$ cat src/rtl/uart_rx_full.sv
// UART receiver with 16x oversampling tick generator and little-endian word assembler.
// Optional even-parity checking is compiled in with UART_RX_PARITY_EN.
module uart_rx_full #(
  parameter int unsigned DBIT    = 16,
  parameter int unsigned SB_TICK = 16,
  parameter int unsigned DIV     = 163,
  parameter int unsigned SIZ     = 8
) (
  input  logic            i_clock,
  input  logic            i_reset,
  input  logic            rx,
  output logic [DBIT-1:0] o_Data,
  output logic            rx_done,
  output logic            frame_err,
  output logic            parity_err
);

  localparam int unsigned Lanes = DBIT / SIZ;
  localparam int unsigned CntW  = (DIV > 1) ? $clog2(DIV) : 1;
  localparam int unsigned SW    = (SB_TICK > 1) ? $clog2(SB_TICK) : 1;
  localparam int unsigned NW    = (SIZ > 1) ? $clog2(SIZ) : 1;
  localparam int unsigned IW    = (Lanes > 1) ? $clog2(Lanes) : 1;

  localparam logic [CntW-1:0] DivMax  = CntW'(DIV - 1);
  localparam logic [SW-1:0]   SHalf   = SW'(SB_TICK / 2 - 1);
  localparam logic [SW-1:0]   SLast   = SW'(SB_TICK - 1);
  localparam logic [NW-1:0]   NLast   = NW'(SIZ - 1);
  localparam logic [IW-1:0]   IdxLast = IW'(Lanes - 1);

  typedef enum logic [2:0] {StIdle, StStart, StData, StParity, StStop} state_e;

  state_e          state_q, state_d;
  logic [CntW-1:0] cnt_q, cnt_d;
  logic [SW-1:0]   s_q, s_d;
  logic [NW-1:0]   n_q, n_d;
  logic [SIZ-1:0]  b_q, b_d;
  logic [IW-1:0]   idx_q, idx_d;
  logic [DBIT-1:0] word_q, word_d;
  logic [DBIT-1:0] data_q, data_d;
  logic            done_q, done_d;
  logic            ferr_q, ferr_d;
  logic [DBIT-1:0] word_ins;
  logic            tick;
`ifdef UART_RX_PARITY_EN
  logic            perr_q, perr_d;
  logic            par_bad_q, par_bad_d;
`endif

  assign tick = (cnt_q == DivMax);

  always_comb begin
    state_d  = state_q;
    cnt_d    = tick ? '0 : cnt_q + 1'b1;
    s_d      = s_q;
    n_d      = n_q;
    b_d      = b_q;
    idx_d    = idx_q;
    word_d   = word_q;
    data_d   = data_q;
    done_d   = 1'b0;
    ferr_d   = 1'b0;
    word_ins = word_q;
    word_ins[int'(idx_q) * SIZ +: SIZ] = b_q;
`ifdef UART_RX_PARITY_EN
    perr_d    = 1'b0;
    par_bad_d = par_bad_q;
`endif
    case (state_q)
      StIdle: begin
        if (!rx) begin
          state_d = StStart;
          s_d     = '0;
        end
      end
      StStart: begin
        if (tick) begin
          if (s_q == SHalf) begin
            // A start bit that is high again at its midpoint was a glitch
            if (!rx) begin
              state_d = StData;
              s_d     = '0;
              n_d     = '0;
            end else begin
              state_d = StIdle;
            end
          end else begin
            s_d = s_q + 1'b1;
          end
        end
      end
      StData: begin
        if (tick) begin
          if (s_q == SLast) begin
            s_d = '0;
            b_d = {rx, b_q[SIZ-1:1]};
            if (n_q == NLast) begin
`ifdef UART_RX_PARITY_EN
              state_d = StParity;
`else
              state_d = StStop;
`endif
            end else begin
              n_d = n_q + 1'b1;
            end
          end else begin
            s_d = s_q + 1'b1;
          end
        end
      end
`ifdef UART_RX_PARITY_EN
      StParity: begin
        if (tick) begin
          if (s_q == SLast) begin
            s_d       = '0;
            par_bad_d = ^{b_q, rx};
            state_d   = StStop;
          end else begin
            s_d = s_q + 1'b1;
          end
        end
      end
`endif
      StStop: begin
        if (tick) begin
          if (s_q == SLast) begin
            state_d = StIdle;
            s_d     = '0;
            if (!rx) begin
              ferr_d = 1'b1;
              idx_d  = '0;
              word_d = '0;
`ifdef UART_RX_PARITY_EN
            end else if (par_bad_q) begin
              perr_d = 1'b1;
              idx_d  = '0;
              word_d = '0;
`endif
            end else if (idx_q == IdxLast) begin
              data_d = word_ins;
              done_d = 1'b1;
              idx_d  = '0;
              word_d = '0;
            end else begin
              word_d = word_ins;
              idx_d  = idx_q + 1'b1;
            end
          end else begin
            s_d = s_q + 1'b1;
          end
        end
      end
      default: state_d = StIdle;
    endcase
  end

  always_ff @(posedge i_clock or posedge i_reset) begin
    if (i_reset) begin
      state_q <= StIdle;
      cnt_q   <= '0;
      s_q     <= '0;
      n_q     <= '0;
      b_q     <= '0;
      idx_q   <= '0;
      word_q  <= '0;
      data_q  <= '0;
      done_q  <= 1'b0;
      ferr_q  <= 1'b0;
    end else begin
      state_q <= state_d;
      cnt_q   <= cnt_d;
      s_q     <= s_d;
      n_q     <= n_d;
      b_q     <= b_d;
      idx_q   <= idx_d;
      word_q  <= word_d;
      data_q  <= data_d;
      done_q  <= done_d;
      ferr_q  <= ferr_d;
    end
  end

`ifdef UART_RX_PARITY_EN
  always_ff @(posedge i_clock or posedge i_reset) begin
    if (i_reset) begin
      perr_q    <= 1'b0;
      par_bad_q <= 1'b0;
    end else begin
      perr_q    <= perr_d;
      par_bad_q <= par_bad_d;
    end
  end
  assign parity_err = perr_q;
`else
  assign parity_err = 1'b0;
`endif

  assign o_Data    = data_q;
  assign rx_done   = done_q;
  assign frame_err = ferr_q;

endmodule

$ cat config.mk
export PLATFORM = sky130hd
export DESIGN_NAME = uart_rx_full
export DESIGN_NICKNAME = d
export VERILOG_FILES = /design/src/rtl/uart_rx_full.sv
export SDC_FILE = /design/constraint.sdc
export NUM_CORES = 1
export LEC_CHECK = 0
export ABC_CLOCK_PERIOD_IN_PS = 4470
export BUFFER_PORTS_ARGS = -buffer_cell sky130_fd_sc_hd__clkbuf_2
export CAP_MARGIN = 20
export CORE_ASPECT_RATIO = 1.25
export CORE_MARGIN = 5
export CORE_UTILIZATION = 45
export DETAILED_ROUTE_END_ITERATION = 12
export HOLD_SLACK_MARGIN = 0.06
export PLACE_DENSITY_LB_ADDON = 0.12
export SLEW_MARGIN = 20
export SYNTH_ARGS = -nofsm -noshare
export SYNTH_HDL_FRONTEND = slang
export SYNTH_SLANG_ARGS = --single-unit
$ cat constraint.sdc
create_clock -name i_clock -period 4.47 [get_ports i_clock]
set_input_delay 0.2235 -clock i_clock [delete_from_list [all_inputs] [get_ports i_clock]]
set_output_delay 0.2235 -clock i_clock [all_outputs]
set_load 0.02 [all_outputs]
==> summary.txt, run 1 <==
Run status = completed
CTS Sinks = 53
Hold Fails Final Rpt = 0
Leading cell type in the layout, fill and taps excluded = dfrtp_1
Pre-Repair DR Iteration Count = 4
Design area = 2730 µm²
Clock Skews = 0.00537 ns
Worst-path fanout max = 17
Number of gates on the worst path with buffers counted = 6
H-tree levels = 2
Commonest non-fill, non-tap cells in the layout = 53 x dfrtp_1, 27 x mux2_2, 20 x clkbuf_2, 19 x nand2_1, 14 x inv_1
Slew HR = 44.9%
# setup viols final = 0
Synth Instances = 214
Setup Fix Bufs, Post-CTS = 0
Tmin final = 2.37 ns
Avg Synthesized Cell Area = 11.7 µm²
Worst setup EP type = flip-flop
Synth area leaders = dfrtp_1 53%, mux2_2 12%, mux2i_1 4.4%
Pwr Density = 279 nW/µm²
Sum of negative setup slack = 0 ns
Final wirelength = 4170 µm
Vias in the first global route = 1,617
DRT iter0 DRCs = 66
Clock slew at reported path FFs = 0.09 ns
Detailed-route vias per instance = 5.29
Non-Filler Instances = 299
Crit-path cells = inv_1 -> ha_1 -> and4b_1 -> nand2_1 -> nor3_4 -> mux2_2
Critical Path RT = 4.67 ns
Post-synth top flop = dfrtp_1
Fin crit share = 52.9%
DRC = 0
Num CTS Buffers = 5
Worst Tran Pin Value = 0.824 ns
RSZ-0062 raised after global routing = false
Yosys warns = 0
Initial Utilization = 46.3%
WP data arrival = 2.56 ns
Max clock buf depth = 2
DP HPWL = 2950 µm
Flop2flop setup slack = 2.10 ns
Area Growth Syn to Fin = 9.25%
ANT cells = 0
Initial antenna violation count = 0
Netlist area before placement = 2500 µm²
Total power = 762 µW
Post-synth ARST share = 100%
Filler instances = 516
Synth top area share = 53.0%
Leading area contributor after synthesis = dfrtp_1
Total number of vias = 1,581
Fmax = 423 MHz
Slowest stage delay, CP = 0.74 ns
WL/cell = 13.9 µm
Leak Pwr = 1.37 nW
# IOs = 22
Net Count, Synth = 222
First-pass GRT wire length = 7580 µm
Die X = 76.7 µm
Max Cap Violations = 0
Die area = 7160 µm²
Worst Hold Class = primary input to asynchronous set/reset pin
FF-to-FF End = o_Data[10]
CP Launch Type = flip-flop
Reg2reg path depth = 6
Crit path buf inv count = 1
CP delay by family, top = simple AND/OR/NAND/NOR gates
Number of synthesized register bits = 53
VDD IR max = 118 µV
Share of cells above drive strength 1 = 27.7%
Critical Path Slowest Stage Cell = nor3_4
Total placed cells including tap cells = 291
Input/output buffers = 20
Core region area = 5410 µm²
Crit Path Category = flip-flop to flip-flop
Post-synthesis sequential area ratio = 53.0%
Final ANT Viol Nets = 0
Chip height = 93.4 µm
TritonCTS clock tree = done
GRT overflow = 0
Worst-Skew Late Latency = 0.30 ns
Post-DP Area = 2650 µm²
Post-CTS sizing = 0
# rows = 30
Synth cell types = 46
Worst reg2reg startpoint = cnt_q[0]
Post-synth EDFFs = 0
Max Transition Viols Final = 0
CTS root buf = clkbuf_8
Final nets = 242
GP Congestion = 0.875
Hold_buf cts = 0
Final Util = 50.6%
Pin count of the biggest net entering global routing = 54
GRT Util Overall = 13.0%
==> layout make-up <==
type | instances | area (µm²) | share of cell area [%]
clock inverters | 2 | 15.0 | 0.549
inverters | 15 | 56.3 | 2.06
well taps | 64 | 80.1 | 2.93
multi-input cells | 138 | 1070 | 39.3
repair buffers | 21 | 108 | 3.94
clock buffers | 6 | 72.6 | 2.66
flip-flops and latches | 53 | 1330 | 48.5
==> flip-flops by register name, summed over array words and instances (netlist names) <==
signal	count
o_Data	16
n_q	3
word_q	8
b_q	8
state_q	3
cnt_q	8
s_q	4
idx_q	1
frame_err	1
rx_done	1
==> power by group <==
part,switching [mW],leakage (nW),internal [mW]
clock,0.155,0.0374,0.111
combinational,0.0134,0.646,0.00279
sequential,0.000803,0.690,0.480
total,0.169,1.37,0.593
==> worst max-delay path by stage <==
stage          startpoint         end  slack [ns]
6_report         cnt_q[0]  o_Data[10]        2.10
5_1_grt          cnt_q[0]  o_Data[11]        1.89
4_1_cts          cnt_q[0]  o_Data[10]        2.05
3_5_place_dp     cnt_q[0]  o_Data[15]        2.07
3_3_place_gp     cnt_q[0]  o_Data[13]        2.11
2_1_floorplan    cnt_q[0]   o_Data[0]        2.51
==> worst reg2reg max path, cell delays in order (launching register included) <==
cell and delay (ns):
dfrtp_1 0.42, inv_1 0.07, ha_1 0.21, and4b_1 0.26, nand2_1 0.14, nor3_4 0.74
mux2_2 0.42
==> cell usage after synthesis, types with 2 or more instances <==
library cell  count
xor2_1            4
ha_1              5
inv_1            15
a221oi_1          2
nor3b_1           2
nor3_1            3
o21ai_0           3
a21o_1            2
nand3_1           6
buf_2             2
a31oi_1           3
dfrtp_1          53
or3_1             2
nor2b_1           3
clkbuf_1          4
nand2_1          19
a21oi_1           5
o211ai_1          2
nor2_1           10
and4_2            2
mux2i_1          11
nand2b_1          3
xnor2_1           3
mux2_2           27
a22oi_1           2
==> routing by layer <==
| metal | part of all wire [%] | global-route usage, % | vias up |
|---|---|---|---|
| met5 | 0 | 0 | - |
| met4 | 2.9 | 6.27 | 0 |
| met3 | 3.3 | 2.79 | 10 |
| met2 | 51 | 22.4 | 27 |
| met1 | 43 | 15.2 | 768 |
| li1 | - | - | 776 |
==> cells by family after synthesis <==
family          count (synthesis)  share of synthesized area [%]
simple gates                   64                           15.2
flops                          53                           53.0
mux                            38                           16.6
compound gates                 23                           6.15
buf+inv                        23                           4.00
xor+xnor                        7                           2.45
fa+ha+maj                       5                           2.50
other cells                     1                          0.150
==> per-stage QoR <==
stage	hold WS, ns	worst slack (ns)
final	0.0668	2.10
after detailed placement	0.433	2.07
after global placement	0.434	2.11
after CTS	0.0902	2.05
after floorplan	0.467	2.51
after global routing	0.117	1.89
Power figures use the tool's default switching activity.
==> run 2, diff against run 1 <==
- ABC_CLOCK_PERIOD_IN_PS: 4470 -> 2400
- clock period: 4.47 -> 2.4 ns (I/O delays scaled with it)
==> summary.txt, run 2 (synthesis results as in run 1) <==
H-tree levels = 2 (unchanged)
Clock slew at reported path FFs = 0.10 ns (was 0.09 ns)
Sum of negative setup slack = 0 ns (unchanged)
Input/output buffers = 20 (unchanged)
Filler instances = 499 (was 516)
Worst reg2reg startpoint = cnt_q[0] (unchanged)
CP Launch Type = flip-flop (unchanged)
Reg2reg path depth = 7 (was 6)
Worst setup EP type = flip-flop (unchanged)
Pre-Repair DR Iteration Count = 4 (unchanged)
Worst Hold Class = primary input to flip-flop (was primary input to asynchronous set/reset pin)
Final ANT Viol Nets = 0 (unchanged)
# setup viols final = 0 (unchanged)
GRT overflow = 0 (unchanged)
Hold path endpoint = frame_err
GP Congestion = 0.861 (was 0.875)
Crit Path Category = flip-flop to flip-flop (unchanged)
Chip height = 93.4 µm (unchanged)
Area Growth Syn to Fin = 10.6% (was 9.25%)
FF-to-FF End = o_Data[15] (was o_Data[10])
CTS root buf = clkbuf_8 (unchanged)
Num CTS Buffers = 5 (unchanged)
Leak Pwr = 1.39 nW (was 1.37 nW)
Die area = 7160 µm² (unchanged)
Flop2flop setup slack = 0.36 ns (was 2.10 ns)
Min Hold Slack = 0.119 ns (was 0.0668 ns)
ANT cells = 0 (unchanged)
Vias in the first global route = 1,673 (was 1,617)
Register area = 1330 µm² (unchanged)
Detailed-route vias per instance = 5.22 (was 5.29)
Max Transition Viols Final = 0 (unchanged)
Max reg flops = 16 (unchanged)
Clock Skews = 0.00720 ns (was 0.00537 ns)
Total number of vias = 1,581 (unchanged)
Run status = completed (unchanged)
Initial Utilization = 46.3% (unchanged)
WL/cell = 14.3 µm (was 13.9 µm)
Share of cells above drive strength 1 = 28.5% (was 27.7%)
Die X = 76.7 µm (unchanged)
Commonest non-fill, non-tap cells in the layout = 53 x dfrtp_1, 27 x mux2_2, 20 x clkbuf_2, 19 x nand2_1, 14 x inv_1 (unchanged)
Core region area = 5410 µm² (unchanged)
Slew HR = 58.2% (was 44.9%)
First-pass GRT wire length = 7900 µm (was 7580 µm)
Max clock buf depth = 2 (unchanged)
DRT iter0 DRCs = 56 (was 66)
TritonCTS clock tree = done (unchanged)
Final wirelength = 4340 µm (was 4170 µm)
DRC = 0 (unchanged)
Hold path start = rx
Hold Fails Final Rpt = 0 (unchanged)
Pin count of the biggest net entering global routing = 21 (was 54)
Leading cell type in the layout, fill and taps excluded = dfrtp_1 (unchanged)
Fin crit share = 85.1% (was 52.9%)
Max Cap Violations = 0 (unchanged)
Critical Path RT = 2.60 ns (was 4.67 ns)
RSZ-0062 raised after global routing = false (unchanged)
Final nets = 246 (was 242)
Fmax = 490 MHz (was 423 MHz)
Worst-path fanout max = 17 (unchanged)
# rows = 30 (unchanged)
Pwr Density = 518 nW/µm² (was 279 nW/µm²)
DP HPWL = 3210 µm (was 2950 µm)
Hold path depth = 2
Setup Fix Bufs, Post-CTS = 0 (unchanged)
Worst Tran Pin Value = 0.626 ns (was 0.824 ns)
WP data arrival = 2.24 ns (was 2.56 ns)
VDD IR max = 249 µV (was 118 µV)
Tmin final = 2.04 ns (was 2.37 ns)
CTS Sinks = 53 (unchanged)
# IOs = 22 (unchanged)
Initial antenna violation count = 0 (unchanged)
Area of the multi-input gates = 1070 µm² (unchanged)
Worst-Skew Late Latency = 0.30 ns (about the same)
GRT Util Overall = 13.6% (was 13.0%)
run 2: cell types whose count changed in the layout (fill, tap and decap cells not counted):
cell and change:
dlygate4sd3_1 +1, buf_4 +3
run 2: through the flow:
step | worst slack [ns] | util, % | std cells | cell area (µm²) | total power [mW]
after floorplan | 0.439 | - | 214 | 2500 | 0.937
after global placement | 0.344 | 49.4 | 294 | 2670 | 0.947
after detailed placement | 0.340 | 49.4 | 294 | 2670 | 0.947
after CTS | 0.324 | 51.2 | 303 | 2770 | 1.46
after global routing | 0.212 | 51.2 | 303 | 2770 | 1.51
final | 0.358 | 51.2 | 303 | 2770 | 1.43
run 2: worst max-delay path by stage:
stage,startpoint,end,slack (ns),cells past startpoint
6_report,cnt_q[0],o_Data[15],0.36,7
5_1_grt,cnt_q[0],o_Data[11],0.21,7
4_1_cts,cnt_q[0],o_Data[15],0.32,7
3_5_place_dp,cnt_q[0],o_Data[7],0.34,7
3_3_place_gp,cnt_q[0],o_Data[5],0.34,7
2_1_floorplan,cnt_q[0],o_Data[0],0.44,7
run 2: per-layer routing:
| metal | track usage (%) | part of all wire [%] |
|---|---|---|
| met5 | 0 | 0 |
| met1 | 15.5 | 41 |
| met4 | 5.54 | 2.1 |
| met3 | 2.70 | 2.6 |
| met2 | 24.6 | 54 |
run 2: repair_timing:
item / 4_1_cts / 5_1_grt
hold buffers: 1 / 0
hold endpoints to repair: 16 / 0
resized for setup: 0 / 0
run 2: area by class of cell:
type	instances	area share, %
Sequential cell	53	48.0
Multi-Input combinational cell	138	38.9
Timing Repair Buffer	25	5.07
Tap cell	64	2.90
Clock buffer	6	2.62
Inverter	15	2.04
Clock inverter	2	0.543
run 2: power by group:
part	internal [mW]	switching, mW
sequential	0.894	0.00167
clock	0.206	0.298
combinational	0.00732	0.0254
run 2: worst max-delay path, cell delays in order, from the launching register on:
cell     delay, ns
dfrtp_1       0.42
inv_1         0.07
ha_1          0.21
and4b_1       0.25
nand2_1       0.15
nor3_4        0.20
buf_4         0.27
mux2_2        0.36
==> run 3, diff against run 2 <==
- CORE_UTILIZATION: 45 -> 40
==> summary.txt, run 3 (synthesis results as in run 1) <==
Final nets = 245 (was 246)
DP HPWL = 3040 µm (was 3210 µm)
Share of cells above drive strength 1 = 28.2% (was 28.5%)
Slew HR = 55.9% (was 58.2%)
Core region area = 6130 µm² (was 5410 µm²)
Final ANT Viol Nets = 0 (unchanged)
GRT overflow = 0 (unchanged)
Critical Path RT = 2.59 ns (was 2.60 ns)
Crit path buf inv count = 2 (unchanged)
Num CTS Buffers = 5 (unchanged)
Pin count of the biggest net entering global routing = 54 (was 21)
Min Hold Slack = 0.121 ns (was 0.119 ns)
Final WS setup = 0.337 ns (was 0.358 ns)
Clock slew at reported path FFs = 0.09 ns (was 0.10 ns)
DRT iter0 DRCs = 45 (was 56)
Max clock buf depth = 2 (unchanged)
Tmin final = 2.06 ns (was 2.04 ns)
Leading cell type in the layout, fill and taps excluded = dfrtp_1 (unchanged)
Chip height = 98.4 µm (was 93.4 µm)
Fmax = 485 MHz (was 490 MHz)
Max Transition Viols Final = 0 (unchanged)
WL/cell = 13.2 µm (was 14.3 µm)
Flop2flop setup slack = 0.34 ns (was 0.36 ns)
Area Growth Syn to Fin = 11.3% (was 10.6%)
Worst-path fanout max = 17 (unchanged)
Pre-Repair DR Iteration Count = 4 (unchanged)
Placement Setup Slack = 0.312 ns (was 0.340 ns)
VDD IR max = 227 µV (was 249 µV)
Pwr Density = 511 nW/µm² (was 518 nW/µm²)
Worst Tran Pin Value = 0.661 ns (was 0.626 ns)
Clock Skews = 0.00736 ns (was 0.00720 ns)
Commonest non-fill, non-tap cells in the layout = 53 x dfrtp_1, 27 x mux2_2, 20 x clkbuf_2, 19 x nand2_1, 14 x inv_1 (unchanged)
# rows = 32 (was 30)
Hold Fails Final Rpt = 0 (unchanged)
Input/output buffers = 20 (unchanged)
Crit-path cells = inv_1 -> ha_1 -> and4b_1 -> nand2_1 -> nor3_4 -> buf_4 -> mux2_2 (unchanged)
Initial antenna violation count = 0 (unchanged)
WP data arrival = 2.25 ns (was 2.24 ns)
# IOs = 22 (unchanged)
Slowest stage delay, CP = 0.42 ns (about the same)
RSZ-0062 raised after global routing = false (unchanged)
ANT cells = 0 (unchanged)
GRT Util Overall = 12.0% (was 13.6%)
Detailed-route vias per instance = 4.90 (was 5.22)
DRC = 0 (unchanged)
CTS Sinks = 53 (unchanged)
First-pass GRT wire length = 7570 µm (was 7900 µm)
Leak Pwr = 1.39 nW (about the same)
Total number of vias = 1,584 (was 1,581)
Worst setup EP type = flip-flop (unchanged)
Vias in the first global route = 1,643 (was 1,673)
Die area = 7940 µm² (was 7160 µm²)
Die X = 80.7 µm (was 76.7 µm)
CP delay by family, top = simple AND/OR/NAND/NOR gates (unchanged)
Crit Path Category = flip-flop to flip-flop (unchanged)
# setup viols final = 0 (unchanged)
Critical Path Slowest Stage Cell = dfrtp_1 (unchanged)
Final wirelength = 4260 µm (was 4340 µm)
Fin crit share = 86.0% (was 85.1%)
Sum of negative setup slack = 0 ns (unchanged)
Initial Utilization = 40.8% (was 46.3%)
Max reg flops = 16 (unchanged)
Max Cap Violations = 0 (unchanged)
Worst Hold Class = primary input to flip-flop (unchanged)
H-tree levels = 2 (unchanged)
Worst-Skew Late Latency = 0.30 ns (about the same)
Run status = completed (unchanged)
TritonCTS clock tree = done (unchanged)
CP Launch Type = flip-flop (unchanged)
CTS root buf = clkbuf_8 (unchanged)
GP Congestion = 0.714 (was 0.861)
## run 3: report_power, final
group | internal, mW | leakage (nW) | switching, mW | total [mW]
clock | 0.206 | 0.0374 | 0.289 | 0.495
sequential | 0.894 | 0.690 | 0.00173 | 0.896
combinational | 0.00624 | 0.661 | 0.0253 | 0.0315
total | 1.11 | 1.39 | 0.316 | 1.42
## run 3: metrics by stage
| stage | util, % | instances | total power [mW] | cell area (µm²) |
|---|---|---|---|---|
| after CTS | 45.4 | 323 | 1.45 | 2780 |
| final | 45.4 | 323 | 1.42 | 2780 |
| after floorplan | - | 214 | 0.937 | 2500 |
| after detailed placement | 43.9 | 314 | 0.946 | 2690 |
| after global placement | 43.9 | 314 | 0.946 | 2690 |
| after global routing | 45.4 | 323 | 1.48 | 2780 |
## run 3: final cells by class
class / instances / area [µm²]
fillers: 600 / 3340
flip-flops and latches: 53 / 1330
multi-input cells: 138 / 1070
repair buffers: 24 / 133
well taps: 85 / 106
clock buffers: 6 / 72.6
inverters: 15 / 56.3
clock inverters: 2 / 15.0
## run 3: layer usage
layer | GRT usage (%) | up-vias | part of all wire (%)
li1 | - | 785 | -
met1 | 14.4 | 775 | 44
met2 | 20.7 | 18 | 51
met3 | 2.47 | 6 | 2.7
met4 | 4.68 | 0 | 1.7
met5 | 0 | - | 0
## run 3: worst register-to-register path: stages, from the launching register on
cell and delay [ns]:
dfrtp_1 0.42, inv_1 0.07, ha_1 0.20, and4b_1 0.25
nand2_1 0.16, nor3_4 0.21, buf_4 0.26, mux2_2 0.37
## run 3: what timing repair did
| item | 4_1_cts | 5_1_grt |
|---|---|---|
| hold endpoints to repair | 53 | 0 |
| hold buffers | 1 | 0 |
| resized for setup | 0 | 0 |
| setup buffers | 0 | 0 |
## run 3: path summary, 6_finish.rpt
| path | start | endpoint | cells after the start |
|---|---|---|---|
| worst max-delay path | cnt_q[0] | o_Data[12] | 7 |
| worst min-delay path | rx | frame_err | 2 |
| worst max register to register | cnt_q[0] | o_Data[12] | 7 |
| worst min register to register | cnt_q[0] | cnt_q[0] | 1 |
| max in group asynchronous | i_reset | o_Data[12] | 4 |
| min in group asynchronous | i_reset | word_q[0] | 4 |
